[config.mk]
export PLATFORM = sky130hd
export DESIGN_NAME = ppu_pixel_compositor_flat
export DESIGN_NICKNAME = d
export VERILOG_FILES = /design/src/rtl/ppu_pkg.sv /design/src/rtl/ppu_pixel_compositor_if.sv /design/src/rtl/ppu_spr_slot.sv /design/src/rtl/ppu_pixel_compositor.sv /design/src/flat_wrapper.sv
export SDC_FILE = /design/constraint.sdc
export NUM_CORES = 1
export LEC_CHECK = 0
export BUFFER_PORTS_ARGS = -buffer_cell sky130_fd_sc_hd__buf_2
export CAP_MARGIN = 20
export CORE_MARGIN = 1
export CORE_UTILIZATION = 50
export CTS_CLUSTER_SIZE = 25
export DETAILED_ROUTE_END_ITERATION = 10
export HOLD_SLACK_MARGIN = 0.05
export PLACE_DENSITY = 0.7
export SYNTH_ARGS = -nofsm -noshare
export SYNTH_HDL_FRONTEND = slang
export SYNTH_SLANG_ARGS = --single-unit
[constraint.sdc]
create_clock -name clk -period 3.08 [get_ports clk]
set_clock_uncertainty 0.1 [all_clocks]
set_input_delay 0.924 -clock clk [delete_from_list [all_inputs] [get_ports clk]]
set_output_delay 0.924 -clock clk [all_outputs]
set_load 0.02 [all_outputs]
[src/rtl/ppu_pkg.sv]
// Shared types and constants for the PPU pixel compositor.
// Sprite attribute bundle, dot/line limits and a bit-reverse helper.
package ppu_pkg;

  typedef struct packed {
    logic       hflip;
    logic       behind;
    logic [1:0] pal;
  } spr_attr_t;

  localparam int VIS_DOTS       = 256;
  localparam int SPR_LOAD_FIRST = 257;
  localparam int SPR_LOAD_LAST  = 320;
  localparam int VIS_LINES      = 240;
  localparam int PRE_LINE       = 261;

  function automatic logic [7:0] rev8(input logic [7:0] b);
    logic [7:0] r;
    for (int i = 0; i < 8; i++) r[i] = b[7-i];
    return r;
  endfunction

endpackage

[src/rtl/ppu_pixel_compositor_if.sv]
// Render-path bundle between the fetchers, the compositor and palette RAM.
// master drives dot/load inputs; slave is the compositor.
interface ppu_pixel_compositor_if #(
  parameter int NUM_SPR = 8,
  parameter int SLOT_W  = (NUM_SPR > 1) ? $clog2(NUM_SPR) : 1
);
  logic [9:0]        x_idx;
  logic [9:0]        scanline;
  logic [3:0]        bg_pixel;
  logic              show_bg;
  logic              show_spr;
  logic              show_bg_left;
  logic              show_spr_left;
  logic              load_en;
  logic [SLOT_W-1:0] load_slot;
  logic [7:0]        load_x;
  logic [7:0]        load_attr;
  logic [7:0]        load_pt_lo;
  logic [7:0]        load_pt_hi;
  logic              load_is_spr0;
  logic [4:0]        pixel;
  logic              pixel_valid;
  logic              spr0_hit;

  modport master (
    output x_idx, scanline, bg_pixel,
    output show_bg, show_spr, show_bg_left, show_spr_left,
    output load_en, load_slot, load_x, load_attr,
    output load_pt_lo, load_pt_hi, load_is_spr0,
    input  pixel, pixel_valid, spr0_hit
  );

  modport slave (
    input  x_idx, scanline, bg_pixel,
    input  show_bg, show_spr, show_bg_left, show_spr_left,
    input  load_en, load_slot, load_x, load_attr,
    input  load_pt_lo, load_pt_hi, load_is_spr0,
    output pixel, pixel_valid, spr0_hit
  );
endinterface

[src/rtl/ppu_spr_slot.sv]
// One sprite output slot: X delay counter plus pattern shifters.
// is_spr0 storage exists only when PPU_SPR0_HIT_EN is defined.
module ppu_spr_slot
  import ppu_pkg::*;
(
  input  logic       clk,
  input  logic       reset_n,
  input  logic       clr_i,
  input  logic       load_i,
  input  logic       shift_i,
  input  logic [7:0] x_i,
  input  spr_attr_t  attr_i,
  input  logic [7:0] lo_i,
  input  logic [7:0] hi_i,
`ifdef PPU_SPR0_HIT_EN
  input  logic       spr0_i,
  output logic       spr0_o,
`endif
  output logic [1:0] col_o,
  output logic [1:0] pal_o,
  output logic       behind_o
);

  logic [7:0] cnt_q, cnt_d;
  logic [7:0] lo_q, lo_d;
  logic [7:0] hi_q, hi_d;
  logic [1:0] pal_q, pal_d;
  logic       beh_q, beh_d;
`ifdef PPU_SPR0_HIT_EN
  logic       s0_q, s0_d;
`endif

  // Clear at end of visible dots, load in window, count/shift on visible dots
  always_comb begin
    cnt_d = cnt_q;
    lo_d  = lo_q;
    hi_d  = hi_q;
    pal_d = pal_q;
    beh_d = beh_q;
`ifdef PPU_SPR0_HIT_EN
    s0_d  = s0_q;
`endif
    if (clr_i) begin
      cnt_d = 8'd0;
      lo_d  = 8'd0;
      hi_d  = 8'd0;
      pal_d = 2'd0;
      beh_d = 1'b0;
`ifdef PPU_SPR0_HIT_EN
      s0_d  = 1'b0;
`endif
    end else if (load_i) begin
      cnt_d = x_i;
      lo_d  = attr_i.hflip ? rev8(lo_i) : lo_i;
      hi_d  = attr_i.hflip ? rev8(hi_i) : hi_i;
      pal_d = attr_i.pal;
      beh_d = attr_i.behind;
`ifdef PPU_SPR0_HIT_EN
      s0_d  = spr0_i;
`endif
    end else if (shift_i) begin
      if (cnt_q != 8'd0) begin
        cnt_d = cnt_q - 8'd1;
      end else begin
        lo_d = {lo_q[6:0], 1'b0};
        hi_d = {hi_q[6:0], 1'b0};
      end
    end
  end

  // Slot state register
  always_ff @(posedge clk or negedge reset_n) begin
    if (!reset_n) begin
      cnt_q <= 8'd0;
      lo_q  <= 8'd0;
      hi_q  <= 8'd0;
      pal_q <= 2'd0;
      beh_q <= 1'b0;
`ifdef PPU_SPR0_HIT_EN
      s0_q  <= 1'b0;
`endif
    end else begin
      cnt_q <= cnt_d;
      lo_q  <= lo_d;
      hi_q  <= hi_d;
      pal_q <= pal_d;
      beh_q <= beh_d;
`ifdef PPU_SPR0_HIT_EN
      s0_q  <= s0_d;
`endif
    end
  end

  assign col_o    = (cnt_q == 8'd0) ? {hi_q[7], lo_q[7]} : 2'b00;
  assign pal_o    = pal_q;
  assign behind_o = beh_q;
`ifdef PPU_SPR0_HIT_EN
  assign spr0_o   = s0_q;
`endif

endmodule

[src/rtl/ppu_pixel_compositor.sv]
// Per-dot sprite/background compositor with registered palette address.
// Define PPU_SPR0_HIT_EN to build the sticky sprite-0 hit flag.
module ppu_pixel_compositor
  import ppu_pkg::*;
#(
  parameter int NUM_SPR = 8
) (
  input  logic                   clk,
  input  logic                   reset_n,
  ppu_pixel_compositor_if.slave  bus
);

  localparam int SLOT_W = (NUM_SPR > 1) ? $clog2(NUM_SPR) : 1;

  logic       vis;
  logic       left;
  logic       clr;
  logic       win;
  logic       bg_on;
  logic       spr_on;
  logic [1:0] bg_col;
  logic [3:0] bg_eff;
  logic [1:0] sp_col;
  logic [1:0] w_col;
  logic [1:0] w_pal;
  logic       w_beh;
  logic [4:0] pix_q, pix_d;
  logic       val_q, val_d;
  spr_attr_t  ld_attr;
  logic [3:0] unused_attr;

  logic [1:0] col [NUM_SPR];
  logic [1:0] pal [NUM_SPR];
  logic       beh [NUM_SPR];

  assign vis = (bus.scanline < 10'(VIS_LINES))
            && (bus.x_idx < 10'(VIS_DOTS));
  assign left = bus.x_idx < 10'd8;
  assign clr = bus.x_idx == 10'(VIS_DOTS);
  assign win = (bus.x_idx >= 10'(SPR_LOAD_FIRST))
            && (bus.x_idx <= 10'(SPR_LOAD_LAST));

  assign ld_attr.hflip  = bus.load_attr[6];
  assign ld_attr.behind = bus.load_attr[5];
  assign ld_attr.pal    = bus.load_attr[1:0];
  assign unused_attr = {bus.load_attr[7], bus.load_attr[4:2]};

`ifdef PPU_SPR0_HIT_EN
  logic [NUM_SPR-1:0] s0;
`endif

  for (genvar g = 0; g < NUM_SPR; g++) begin : g_slot
    ppu_spr_slot u_slot (
      .clk      (clk),
      .reset_n  (reset_n),
      .clr_i    (clr),
      .load_i   (win && bus.load_en
                 && (bus.load_slot == SLOT_W'(g))),
      .shift_i  (vis),
      .x_i      (bus.load_x),
      .attr_i   (ld_attr),
      .lo_i     (bus.load_pt_lo),
      .hi_i     (bus.load_pt_hi),
`ifdef PPU_SPR0_HIT_EN
      .spr0_i   (bus.load_is_spr0),
      .spr0_o   (s0[g]),
`endif
      .col_o    (col[g]),
      .pal_o    (pal[g]),
      .behind_o (beh[g])
    );
  end

  // Lowest-index opaque slot wins
  always_comb begin
    w_col = 2'd0;
    w_pal = 2'd0;
    w_beh = 1'b0;
    for (int i = NUM_SPR - 1; i >= 0; i--) begin
      if (col[i] != 2'd0) begin
        w_col = col[i];
        w_pal = pal[i];
        w_beh = beh[i];
      end
    end
  end

  assign bg_on  = bus.show_bg && (!left || bus.show_bg_left);
  assign spr_on = bus.show_spr && (!left || bus.show_spr_left);
  assign bg_col = bg_on ? bus.bg_pixel[1:0] : 2'd0;
  assign bg_eff = (bg_col == 2'd0) ? 4'h0 : bus.bg_pixel;
  assign sp_col = spr_on ? w_col : 2'd0;

  // Compose and hold the last pixel outside visible dots
  always_comb begin
    pix_d = pix_q;
    val_d = 1'b0;
    if (vis) begin
      val_d = 1'b1;
      if (sp_col == 2'd0)
        pix_d = {1'b0, bg_eff};
      else if ((bg_col != 2'd0) && w_beh)
        pix_d = {1'b0, bg_eff};
      else
        pix_d = {1'b1, w_pal, sp_col};
    end
  end

  // Output pixel register
  always_ff @(posedge clk or negedge reset_n) begin
    if (!reset_n) begin
      pix_q <= 5'h00;
      val_q <= 1'b0;
    end else begin
      pix_q <= pix_d;
      val_q <= val_d;
    end
  end

  assign bus.pixel       = pix_q;
  assign bus.pixel_valid = val_q;

`ifdef PPU_SPR0_HIT_EN
  logic hit_q, hit_d;
  logic s0_any;
  logic hit_set;
  logic hit_clr;

  // Any sprite-0 slot opaque on this dot
  always_comb begin
    s0_any = 1'b0;
    for (int i = 0; i < NUM_SPR; i++)
      if (s0[i] && (col[i] != 2'd0)) s0_any = 1'b1;
  end

  assign hit_set = vis && bus.show_bg && bus.show_spr
                && spr_on && s0_any && (bg_col != 2'd0)
                && (bus.x_idx != 10'(VIS_DOTS - 1));
  assign hit_clr = (bus.scanline == 10'(PRE_LINE))
                && (bus.x_idx == 10'd1);

  // Sticky hit; pre-render clear has priority
  always_comb begin
    hit_d = hit_q;
    if (hit_clr) hit_d = 1'b0;
    else if (hit_set) hit_d = 1'b1;
  end

  // Hit flag register
  always_ff @(posedge clk or negedge reset_n) begin
    if (!reset_n) hit_q <= 1'b0;
    else hit_q <= hit_d;
  end

  assign bus.spr0_hit = hit_q;
`else
  logic unused_spr0;
  assign unused_spr0 = bus.load_is_spr0;
  assign bus.spr0_hit = 1'b0;
`endif

endmodule

[src/flat_wrapper.sv]
// flat-port wrapper written by rule: the top's interface ports become plain ports
module ppu_pixel_compositor_flat import ppu_pkg::*;
#(
  parameter int NUM_SPR = 8
)
  (clk, reset_n, bus_x_idx, bus_scanline, bus_bg_pixel, bus_show_bg, bus_show_spr, bus_show_bg_left, bus_show_spr_left, bus_load_en, bus_load_slot, bus_load_x, bus_load_attr, bus_load_pt_lo, bus_load_pt_hi, bus_load_is_spr0, bus_pixel, bus_pixel_valid, bus_spr0_hit);
  ppu_pixel_compositor_if #(.NUM_SPR(NUM_SPR)) bus_i ();
  input  logic clk;
  input  logic reset_n;
  input wire logic [$bits(bus_i.x_idx)-1:0] bus_x_idx;
  input wire logic [$bits(bus_i.scanline)-1:0] bus_scanline;
  input wire logic [$bits(bus_i.bg_pixel)-1:0] bus_bg_pixel;
  input wire logic [$bits(bus_i.show_bg)-1:0] bus_show_bg;
  input wire logic [$bits(bus_i.show_spr)-1:0] bus_show_spr;
  input wire logic [$bits(bus_i.show_bg_left)-1:0] bus_show_bg_left;
  input wire logic [$bits(bus_i.show_spr_left)-1:0] bus_show_spr_left;
  input wire logic [$bits(bus_i.load_en)-1:0] bus_load_en;
  input wire logic [$bits(bus_i.load_slot)-1:0] bus_load_slot;
  input wire logic [$bits(bus_i.load_x)-1:0] bus_load_x;
  input wire logic [$bits(bus_i.load_attr)-1:0] bus_load_attr;
  input wire logic [$bits(bus_i.load_pt_lo)-1:0] bus_load_pt_lo;
  input wire logic [$bits(bus_i.load_pt_hi)-1:0] bus_load_pt_hi;
  input wire logic [$bits(bus_i.load_is_spr0)-1:0] bus_load_is_spr0;
  output wire logic [$bits(bus_i.pixel)-1:0] bus_pixel;
  output wire logic [$bits(bus_i.pixel_valid)-1:0] bus_pixel_valid;
  output wire logic [$bits(bus_i.spr0_hit)-1:0] bus_spr0_hit;
  assign bus_i.x_idx = bus_x_idx;
  assign bus_i.scanline = bus_scanline;
  assign bus_i.bg_pixel = bus_bg_pixel;
  assign bus_i.show_bg = bus_show_bg;
  assign bus_i.show_spr = bus_show_spr;
  assign bus_i.show_bg_left = bus_show_bg_left;
  assign bus_i.show_spr_left = bus_show_spr_left;
  assign bus_i.load_en = bus_load_en;
  assign bus_i.load_slot = bus_load_slot;
  assign bus_i.load_x = bus_load_x;
  assign bus_i.load_attr = bus_load_attr;
  assign bus_i.load_pt_lo = bus_load_pt_lo;
  assign bus_i.load_pt_hi = bus_load_pt_hi;
  assign bus_i.load_is_spr0 = bus_load_is_spr0;
  assign bus_pixel = bus_i.pixel;
  assign bus_pixel_valid = bus_i.pixel_valid;
  assign bus_spr0_hit = bus_i.spr0_hit;
  ppu_pixel_compositor #(.NUM_SPR(NUM_SPR)) u_core (.clk(clk), .reset_n(reset_n), .bus(bus_i));
endmodule
# After elaboration in Yosys (flattened, before gate mapping)
# Cells that the tools add are included.
[word_totals]
reg_bits = 222
latchBits = 0
mem_bits_rw = 0
rom_bits = 0
wordCells = 324
mem_count = 0
[op_classes]
n_addsub = 8
multipliers = 0
div_mod_pow = 0
n_lt_le_gt_ge = 5
n_eq_ne = 16
n_shift = 0
muxes = 168
n_bitwise = 0
reduce_logical = 85
[ops]
columns = ["cell", "n"]
rows = [
  ["two-way mux 8 bit", 98],
  ["two-way mux 2 bit", 42],
  ["logical NOT 8 bit", 8],
  ["nonzero test 8 bit", 8],
  ["subtractor 8 x 1 -> 8 bit (second input constant)", 8],
  ["nonzero test 3 bit", 16],
  ["nonzero test 2 bit", 17],
  ["AND reduction 2 bit", 16],
  ["two-way mux 1 bit", 25],
  ["inequality test 3 x 2 -> 1 bit (second input constant)", 8],
  ["logical AND 1 bit", 14],
  ["equality test 3 bit (second input constant)", 4],
  ["equality test 10 x 9 -> 1 bit (second input constant)", 1],
  [">= comparator 10 x 9 -> 1 bit (second input constant)", 1],
  ["less-or-equal comparator 10 x 9 -> 1 bit (second input constant)", 1],
  ["less-than comparator 10 x 4 -> 1 bit (second input constant)", 1],
  ["less-than comparator 10 x 8 -> 1 bit (second input constant)", 1],
  ["less-than comparator 10 x 9 -> 1 bit (second input constant)", 1],
  ["two-way mux 5 bit", 2],
  ["equality test 3 x 2 -> 1 bit (second input constant)", 2],
  ["logical NOT 2 bit", 2],
  ["two-way mux 4 bit", 1],
  ["equality test 3 x 1 -> 1 bit (second input constant)", 1],
  ["logical NOT 3 bit", 1],
  ["other kinds (2)", 3],
]

# Logic depth before layout (Yosys ltp)
# Gate-level depths: netlist (run 1).
[depth]
depth_word = 14
ltp_mapped = 11
mapped_depth_nobuf = 9

# Hierarchy
# Synthesis (run 1) repeated with hierarchy kept, for this count alone.
[hier_totals]
cells_unflattened = 1523
area_unflattened_um2 = 14103.5
[modules_own_cells]
columns = ["module", "instances", "cells_per_inst", "area_per_inst_um2"]
rows = [
  ["ppu_spr_slot (u_core.g_slot[0].u_slot ...)", 7, 175, 1642.8],
  ["ppu_spr_slot (u_core.g_slot[7].u_slot)", 1, 160, 1674.1],
  ["ppu_pixel_compositor", 1, 138, 929.6],
]

# Worst setup path after synthesis (run 1)
# No wires, ideal clock.
[synth_path]
path_kind = "input to register"
from = "input bus_x_idx[2]"
to = "register u_core.g_slot[3].u_slot.lo_q[7]"
t_arrival_ns = 2.891
slack_ns = -0.044
stages = 9
n_path_buf = 2
cell_sequence = "nor3_1 -> nand3_1 -> a211oi_1 -> and3_1 -> clkbuf_1 -> a211oi_1 -> clkbuf_1 -> a311oi_1 -> a21oi_1"
[synth_via]
elab_chain_len = 6
word_cells_on_any_way = 13
[synth_rtl]
columns = ["element", "line_no", "text"]
rows = [
  ["start: declaration", "flat_wrapper.sv:10", "input wire logic [$bits(bus_i.x_idx)-1:0] bus_x_idx;"],
  [">= comparator 10 x 9 -> 1 bit / less-or-equal comparator 10 x 9 -> 1 bit (equally long branches)", "ppu_pixel_compositor.sv:40, ppu_pixel_compositor.sv:41", ""],
  ["logical AND 1 bit", "ppu_pixel_compositor.sv:41", "&& (bus.x_idx <= 10'(SPR_LOAD_LAST));"],
  ["logical AND 1 bit", "ppu_pixel_compositor.sv:57", ".load_i (win && bus.load_en"],
  ["logical AND 1 bit", "ppu_pixel_compositor.sv:58", "&& (bus.load_slot == SLOT_W'(g))),"],
  ["inequality test 3 x 2 -> 1 bit (no line), or another cell as far along", "n/a", ""],
  ["AND reduction 2 bit (no line) / two-way mux 8 bit (equally long branches)", "n/a", ""],
  ["end signal: assignment", "ppu_spr_slot.sv:84", "lo_q <= lo_d;"],
  ["end: declaration", "ppu_spr_slot.sv:25", "logic [7:0] lo_q, lo_d;"],
]
# Several ways; a longest one is shown, not always the timed one.
# A chain may end at the register's enable or synchronous reset.

# Final worst setup path (run 1)
[layout_path]
from = "register u_core.g_slot[3].u_slot.cnt_q[0]"
to = "register u_core.pix_q[1] (netlist: u_core.bus.pixel[1])"
[layout_via]
elab_chain_len = 10
word_cells_on_any_way = 16
[layout_rtl]
columns = ["element", "line_no", "text"]
rows = [
  ["start: declaration", "ppu_spr_slot.sv:24", "logic [7:0] cnt_q, cnt_d;"],
  ["start signal: assignment", "ppu_spr_slot.sv:83", "cnt_q <= cnt_d;"],
  ["logical NOT 8 bit (*)", "ppu_spr_slot.sv:94", "assign col_o = (cnt_q == 8'd0) ? {hi_q[7], lo_q[7]} : 2'b00;"],
  ["two-way mux 2 bit (*)", "ppu_spr_slot.sv:94", ""],
  ["nonzero test 2 bit", "ppu_pixel_compositor.sv:80", "if (col[i] != 2'd0) begin"],
  ["two-way mux 2 bit / two-way mux 1 bit (equally long branches) (4 in a row)", "ppu_pixel_compositor.sv:80", ""],
  ["two-way mux 2 bit / logical AND 1 bit (equally long branches)", "ppu_pixel_compositor.sv:92, ppu_pixel_compositor.sv:102", ""],
  ["two-way mux 5 bit / logical NOT 2 bit (equally long branches)", "ppu_pixel_compositor.sv:102, ppu_pixel_compositor.sv:100", ""],
  ["two-way mux 5 bit (*)", "ppu_pixel_compositor.sv:100", "if (sp_col == 2'd0)"],
  ["end signal: assignment", "ppu_pixel_compositor.sv:115", "pix_q <= pix_d;"],
  ["end: declaration", "ppu_pixel_compositor.sv:27", "logic [4:0] pix_q, pix_d;"],
]
# Every way passes the cells marked *; elsewhere a longest branch is shown, timed or not.

==> flow_metrics.py, run 1 <==
metrics = {
    "status": {
        "status": "completed",
    },
    "drt": {
        "drc": 0,
        "viasPerCell": 6.03,
        "wl_per_cell_um": 18.6,
        "num_vias": 11200,
        "drt_pass1_iterations": 5,
        "final_antenna_net_count": 0,
        "drt_iter0_drc": 910,
        "routed_wl_mm": 34.5,
    },
    "place": {
        "hpwl_mm": 23.3,
        "place_congestion": 0.927,
        "place_area_um2": 13300,
        "io_buffers": 63,
    },
    "logic_synthesis": {
        "synth_area_leader_cell": "dfrtp_1",
        "synth_top_flop_cell": "dfrtp_1",
        "ys_seq_area_share_pct": 46.2,
        "synth_async_sr_flop_share_pct": 100,
        "syn-num-nets": 1529,
        "syn_inst": 1449,
        "yosys_warnings": 0,
        "avgSynthCellArea_um2": 8.31,
        "yosysMostFrequentCell": "dfrtp_1",
        "synth_commonest_cells": "222 x dfrtp_1, 221 x nor2_1, 195 x nand2_1",
        "synth_area_leaders": "dfrtp_1 46%, nor2_1 6.9%, a31oi_1 6.1%",
        "synth_area_um2": 12000,
        "synth_seq_cells": 222,
        "synth_edf_count": 0,
        "synthDistinctLibCells": 63,
        "synth_top_area_share_pct": 46.2,
    },
    "clocking": {
        "ctsLongestPathBuffers": 3,
        "cts_sinks": 222,
        "insertion_delay_ps": 530,
        "numCtsBuffers": 26,
        "clock-root-buffer": "clkbuf_16",
        "h-tree-depth": 1,
        "cts_tree": "done",
        "clkTransAtPathRegs_ps": 60,
    },
    "sta": {
        "drv_slew": 0,
        "whs_ps": 237,
        "max_freq_mhz": 348,
        "period_share_pct": 93.4,
        "rsz0062_at_grt": "false",
        "final-setup-viol-count": 0,
        "finalHoldViolCount": 0,
        "period_needed_ps": 2880,
        "slew_headroom_pct": 46.8,
        "setup_tns_ps": 0,
        "worstMarginPinSlew_ps": 795,
    },
    "die": {
        "rows": 56,
        "boundaryPins": 74,
        "die_x_um": 157,
        "dieArea_um2": 24700,
        "die-height_um": 157,
        "core_um2": 23500,
        "floorplan.initialDensity_pct": 51.1,
    },
    "worst_setup_path": {
        "cp-endpoint": "u_core.bus.pixel[1]",
        "rr_endpoint": "u_core.bus.pixel[1]",
        "rrSetupSlack_ps": 200,
        "cp-end-kind": "register",
        "path_max_fanout": 6,
        "crit_required_ps": 3390,
        "r2r-start": "u_core.g_slot[3].u_slot.cnt_q[0]",
        "crit_type": "register to register",
        "worst_ep_arrival_time_ps": 3190,
        "crit_chain": "inv_1 > ha_1 > or4b_1 > or3_1 > a311o_1 > a21oi_2 > a21oi_2 > or2_1 > a221o_1",
        "crit_start": "u_core.g_slot[3].u_slot.cnt_q[0]",
        "r2r_cells": 9,
        "cpPeakStageDelay_ps": 470,
        "crit_top_cell": "a21oi_2",
        "crit_path_top_delay_cell": "or4b_1",
        "startpoint_type": "register",
    },
    "global_routing": {
        "grt_pass1_wl_mm": 55.6,
        "track_usage_pct": 28.6,
        "antenna_found_initial": 0,
        "grt_start_max_net_pins": 66,
        "grt_pass1_vias": 10400,
        "gr-total-overflow": 0,
    },
    "cells_and_area": {
        "multi_input_area_um2": 6080,
        "nets": 1597,
        "nFillCells": 2063,
        "design_area_um2": 14100,
        "drive_gt1_share_pct": 15.5,
        "area_growth_pct": 17.4,
        "seq_area_um2": 5560,
        "antenna_cells": 0,
    },
    "flow_run": {
        "max_cap_violations": 0,
    },
    "power_and_ir_drop": {
        "vdd_drop_max_mv": 0.400,
        "leakagePower_nw": 6.14,
        "powerDensity_nw_per_um2": 710,
    },
    "worst_hold_path": {
        "min_path_type": "input pin to asynchronous set/reset pin",
    },
}
==> registers in the layout, summed over array words and instances, names as in the netlist <==
name and count:
u_core.g_slot.u_slot.lo_q 64, u_core.bus.pixel 5, u_core.bus.pixel_valid 1, u_core.g_slot.u_slot.pal_o 16
u_core.g_slot.u_slot.cnt_q 64, u_core.g_slot.u_slot.behind_o 8, u_core.g_slot.u_slot.hi_q 64
==> layout make-up <==
cell class | count | share of cell area (%)
Multi-Input combinational cell | 1095 | 43.0
Sequential cell | 222 | 39.3
Timing Repair Buffer | 148 | 8.23
Clock buffer | 38 | 5.57
Tap cell | 319 | 2.82
Inverter | 24 | 0.638
Clock inverter | 9 | 0.381
==> cell families (layout without fill, tap and decap cells) <==
kind of cell | count (synthesis) | after routing | share of synthesized area (%)
buffers and inverters | 132 | 219 | 4.28
AOI/OAI and AO/OA | 488 | 488 | 24.8
DFF | 222 | 222 | 46.2
muxes | 21 | 21 | 1.90
and+or+nand+nor | 556 | 556 | 20.3
xor gates and xnor gates | 16 | 16 | 1.16
adders and majority gates | 13 | 13 | 1.35
other | 1 | 1 | 0.0312
==> power by group <==
part,leakage (nW),internal [mW],switching [mW]
registers,2.91,3.69,0.650
logic,2.80,1.20,1.48
clock network,0.421,1.77,1.25
total,6.14,6.65,3.38
==> how the worst min path moves through the flow <==
stage | start | endpoint
5_1_grt | reset_n | u_core.g_slot[0].u_slot.cnt_q[5]
4_1_cts | reset_n | u_core.g_slot[0].u_slot.cnt_q[7]
3_5_place_dp | u_core.g_slot[4].u_slot.lo_q[4] | u_core.g_slot[4].u_slot.lo_q[4]
3_3_place_gp | u_core.g_slot[4].u_slot.lo_q[2] | u_core.g_slot[4].u_slot.lo_q[2]
2_1_floorplan | u_core.g_slot[0].u_slot.hi_q[1] | u_core.g_slot[0].u_slot.hi_q[1]
6_report | reset_n | u_core.g_slot[0].u_slot.cnt_q[5]
==> cells in the final DEF (no fill, tap or decap), types with 7 or more instances in the layout <==
cell / count
nor3_1: 28
clkinv_2: 7
ha_1: 13
mux2_2: 15
clkbuf_16: 27
nand2_1: 195
buf_2: 62
xor2_1: 9
clkbuf_8: 7
buf_4: 69
or3_1: 8
a21oi_1: 122
xnor2_1: 7
a211oi_1: 23
buf_12: 16
a31oi_1: 118
o211ai_1: 16
dfrtp_1: 222
nor2_1: 221
inv_1: 24
o2111ai_1: 9
nor4_1: 12
nor3b_1: 8
a22o_1: 14
nand3_1: 19
o21ai_0: 127
and3_1: 13
==> timing repair <==
action                     4_1_cts  5_1_grt
hold buffers                     0        0
buffers inserted                 0        0
gates resized for setup          0        1
setup endpoints to repair        0        2
==> critical path, delay by kind of cell (launching register included) <==
| kind | cells | cell delay (ps) |
|---|---|---|
| AND/OR/NAND/NOR | 3 | 1140 |
| flip-flops | 1 | 400 |
| buffers and inverters | 1 | 90 |
| adder cells (fa/ha/maj) | 1 | 140 |
| AO/OA/AOI/OAI | 4 | 890 |
==> metal layers <==
layer  global-route usage, %  part of all wire (%)  routed length [um]  vias up
li1                        -                     -                   -     5365
met1                    39.8                    45               15600     5385
met2                    46.5                    47               16100      355
met3                    3.44                   5.2                1800       73
met4                    9.62                   2.9                 986        0
met5                       0                     0                   0        -
==> through the flow <==
step	cells	total power, mW	util (%)	setup slack (ps)
6_report	1855	10.0	60.0	203
3_3_place_gp	1808	6.88	56.4	-82.6
4_1_cts	1855	10.0	60.0	109
2_1_floorplan	1449	6.09	-	16.0
3_5_place_dp	1808	7.00	56.4	-142
5_1_grt	1855	10.7	60.0	42.9
(Power assumes the default switching activity.)
==> run 2, diff against run 1 <==
--- a/config.mk
+++ b/config.mk
@@ -7,6 +7,7 @@
 export LEC_CHECK = 0
 export BUFFER_PORTS_ARGS = -buffer_cell sky130_fd_sc_hd__buf_2
 export CAP_MARGIN = 20
+export CORE_ASPECT_RATIO = 1.1
 export CORE_MARGIN = 1
 export CORE_UTILIZATION = 50
 export CTS_CLUSTER_SIZE = 25
==> run 2 against run 1 <==
Sequential power barely moved. Clock power rose by 12%. Total power rose by 4.3%. Register-to-register slack got worse by 110 ps. Global-route usage rose by 0.47 points. Cell count fell by 0.59%. First-iteration DRC count fell by 8.9%. Maximum frequency fell by 3.7%. Via count rose by 0.60%. Sequential share of layout area fell by 0.25 points. Non-clock buffer count rose by 6. Die area barely moved. Largest power group unchanged.
==> flow_metrics.py, run 2 (synthesis gave the netlist of run 1 again) <==
metrics = {
    "drt": {
        "routed_wl_mm": 35.7,
        "num_vias": 11200,
        "drc": 0,
        "viasPerCell": 6.10,
        "drt_pass1_iterations": 5,
        "drt_iter0_drc": 829,
        "final_antenna_net_count": 0,
        "wl_per_cell_um": 19.3,
    },
    "place": {
        "place_congestion": 0.951,
        "place_area_um2": 13300,
        "io_buffers": 63,
        "dp.cells": 1800,
        "pre_cts_slack_ps": -107,
        "hpwl_mm": 24.8,
    },
    "power_and_ir_drop": {
        "vdd_drop_max_mv": 0.486,
        "leakagePower_nw": 6.20,
        "powerDensity_nw_per_um2": 736,
    },
    "clocking": {
        "clkTransAtPathRegs_ps": 60,
        "postCtsSetupBuffers": 0,
        "cts_sinks": 222,
        "cts_tree": "done",
        "ctsResizeCount": 0,
        "h-tree-depth": 1,
        "numCtsBuffers": 24,
        "insertion_delay_ps": 530,
        "cts_hold_buffers": 0,
        "ctsLongestPathBuffers": 3,
        "clock-root-buffer": "clkbuf_16",
    },
    "worst_setup_path": {
        "cp-endpoint": "u_core.bus.pixel[4]",
        "worst_ep_arrival_time_ps": 3300,
        "crit_path_top_delay_cell": "nor4b_1",
        "cp-end-kind": "register",
        "path_delay_family": "compound AO/OA/AOI/OAI gates",
        "cp_num_buf_inv": 2,
        "crit_required_ps": 3390,
        "cp.depth": 10,
        "rrSetupSlack_ps": 90,
        "r2r-start": "u_core.g_slot[6].u_slot.cnt_q[0]",
        "r2r_cells": 10,
        "rr_endpoint": "u_core.bus.pixel[4]",
        "crit_type": "register to register",
        "cpPeakStageDelay_ps": 480,
        "crit_top_cell": "a21oi_1",
        "path_max_fanout": 7,
        "crit_chain": "inv_1 > ha_1 > nor4b_1 > buf_4 > and3_1 > o211ai_1 > a21o_1 > a21oi_1 > a21oi_1 > mux2_2",
        "startpoint_type": "register",
        "crit_start": "u_core.g_slot[6].u_slot.cnt_q[0]",
    },
    "cells_and_area": {
        "fin_util_pct": 60.2,
        "final_common_cell": "dfrtp_1",
        "drive_gt1_share_pct": 15.7,
        "area_growth_pct": 18.1,
        "nFillCells": 2060,
        "seq_area_um2": 5560,
        "layout.cells.most_common_list": "222 x dfrtp_1, 221 x nor2_1, 195 x nand2_1",
        "antenna_cells": 0,
        "nets": 1601,
        "design_area_um2": 14200,
        "largest_registers": "u_core.g_slot.u_slot.cnt_q (64), u_core.g_slot.u_slot.hi_q (64), u_core.g_slot.u_slot.lo_q (64)",
        "multi_input_area_um2": 6060,
        "final_cell_count_no_fill": 1844,
    },
    "global_routing": {
        "gr-total-overflow": 0,
        "grt_start_max_net_pins": 63,
        "antenna_found_initial": 0,
        "grt_pass1_wl_mm": 55.9,
        "grt_pass1_vias": 10300,
        "track_usage_pct": 29.1,
    },
    "die": {
        "rows": 59,
        "boundaryPins": 74,
        "die_x_um": 150,
        "dieArea_um2": 24700,
        "core_um2": 23600,
        "die-height_um": 165,
        "floorplan.initialDensity_pct": 51.0,
    },
    "sta": {
        "setup_tns_ps": 0,
        "worst_slack_ps": 94.0,
        "final-setup-viol-count": 0,
        "drv_slew": 0,
        "finalHoldViolCount": 0,
        "slew_headroom_pct": 43.2,
        "rsz0062_at_grt": "false",
        "worstMarginPinSlew_ps": 850,
        "period_share_pct": 96.9,
        "period_needed_ps": 2990,
        "max_freq_mhz": 335,
    },
    "worst_hold_path": {
        "min_path_type": "input pin to asynchronous set/reset pin",
    },
    "status": {
        "status": "completed",
    },
    "flow_run": {
        "max_cap_violations": 0,
    },
}
==> run 2: worst min-delay path by stage <==
stage / cells past startpoint / slack, ps / start / endpoint
final: 1 / 230 / reset_n / u_core.g_slot[7].u_slot.cnt_q[4]
after global routing: 1 / 270 / reset_n / u_core.g_slot[7].u_slot.cnt_q[5]
after CTS: 1 / 260 / reset_n / u_core.g_slot[7].u_slot.cnt_q[5]
after detailed placement: 2 / 370 / u_core.g_slot[6].u_slot.lo_q[3] / u_core.g_slot[6].u_slot.lo_q[3]
after global placement: 2 / 360 / u_core.g_slot[4].u_slot.lo_q[3] / u_core.g_slot[4].u_slot.lo_q[3]
after floorplan: 2 / 350 / u_core.g_slot[0].u_slot.hi_q[1] / u_core.g_slot[0].u_slot.hi_q[1]
==> run 2: area by class of cell <==
| cell class | instances | area share [%] |
|---|---|---|
| multi-input cells | 1095 | 42.6 |
| repair buffers | 154 | 8.50 |
| inverters | 24 | 0.633 |
| clock inverters | 14 | 1.77 |
| well taps | 305 | 2.68 |
| flip-flops and latches | 222 | 39.1 |
| clock buffers | 30 | 4.74 |
==> run 2: power breakdown <==
part           internal [mW]  total, mW  switching [mW]
Sequential              3.69       4.34           0.655
Combinational           1.21       2.74            1.53
Clock                   2.14       3.38            1.24
Total                   7.04       10.5            3.43
==> run 2: worst register-to-register path: cells and delay by family, from the launching register on <==
| kind | cells | cell delay (ps) |
|---|---|---|
| compound gates | 4 | 860 |
| mux | 1 | 290 |
| fa+ha+maj | 1 | 180 |
| flops | 1 | 390 |
| buf+inv | 2 | 370 |
| simple gates | 2 | 660 |
==> run 2: through the flow <==
stage / power, mW / hold slack, ps
floorplan: 6.09 / 350
detailed placement: 7.06 / 370
global route: 11.0 / 273
finish: 10.5 / 232
global placement: 6.94 / 361
CTS: 10.5 / 255
==> run 2: routing by layer <==
| layer | routed length [um] | global-route usage, % |
|---|---|---|
| met3 | 2340 | 4.14 |
| met2 | 17200 | 49.1 |
| met4 | 1000 | 9.69 |
| met1 | 15100 | 38.4 |
| met5 | 0 | 0 |
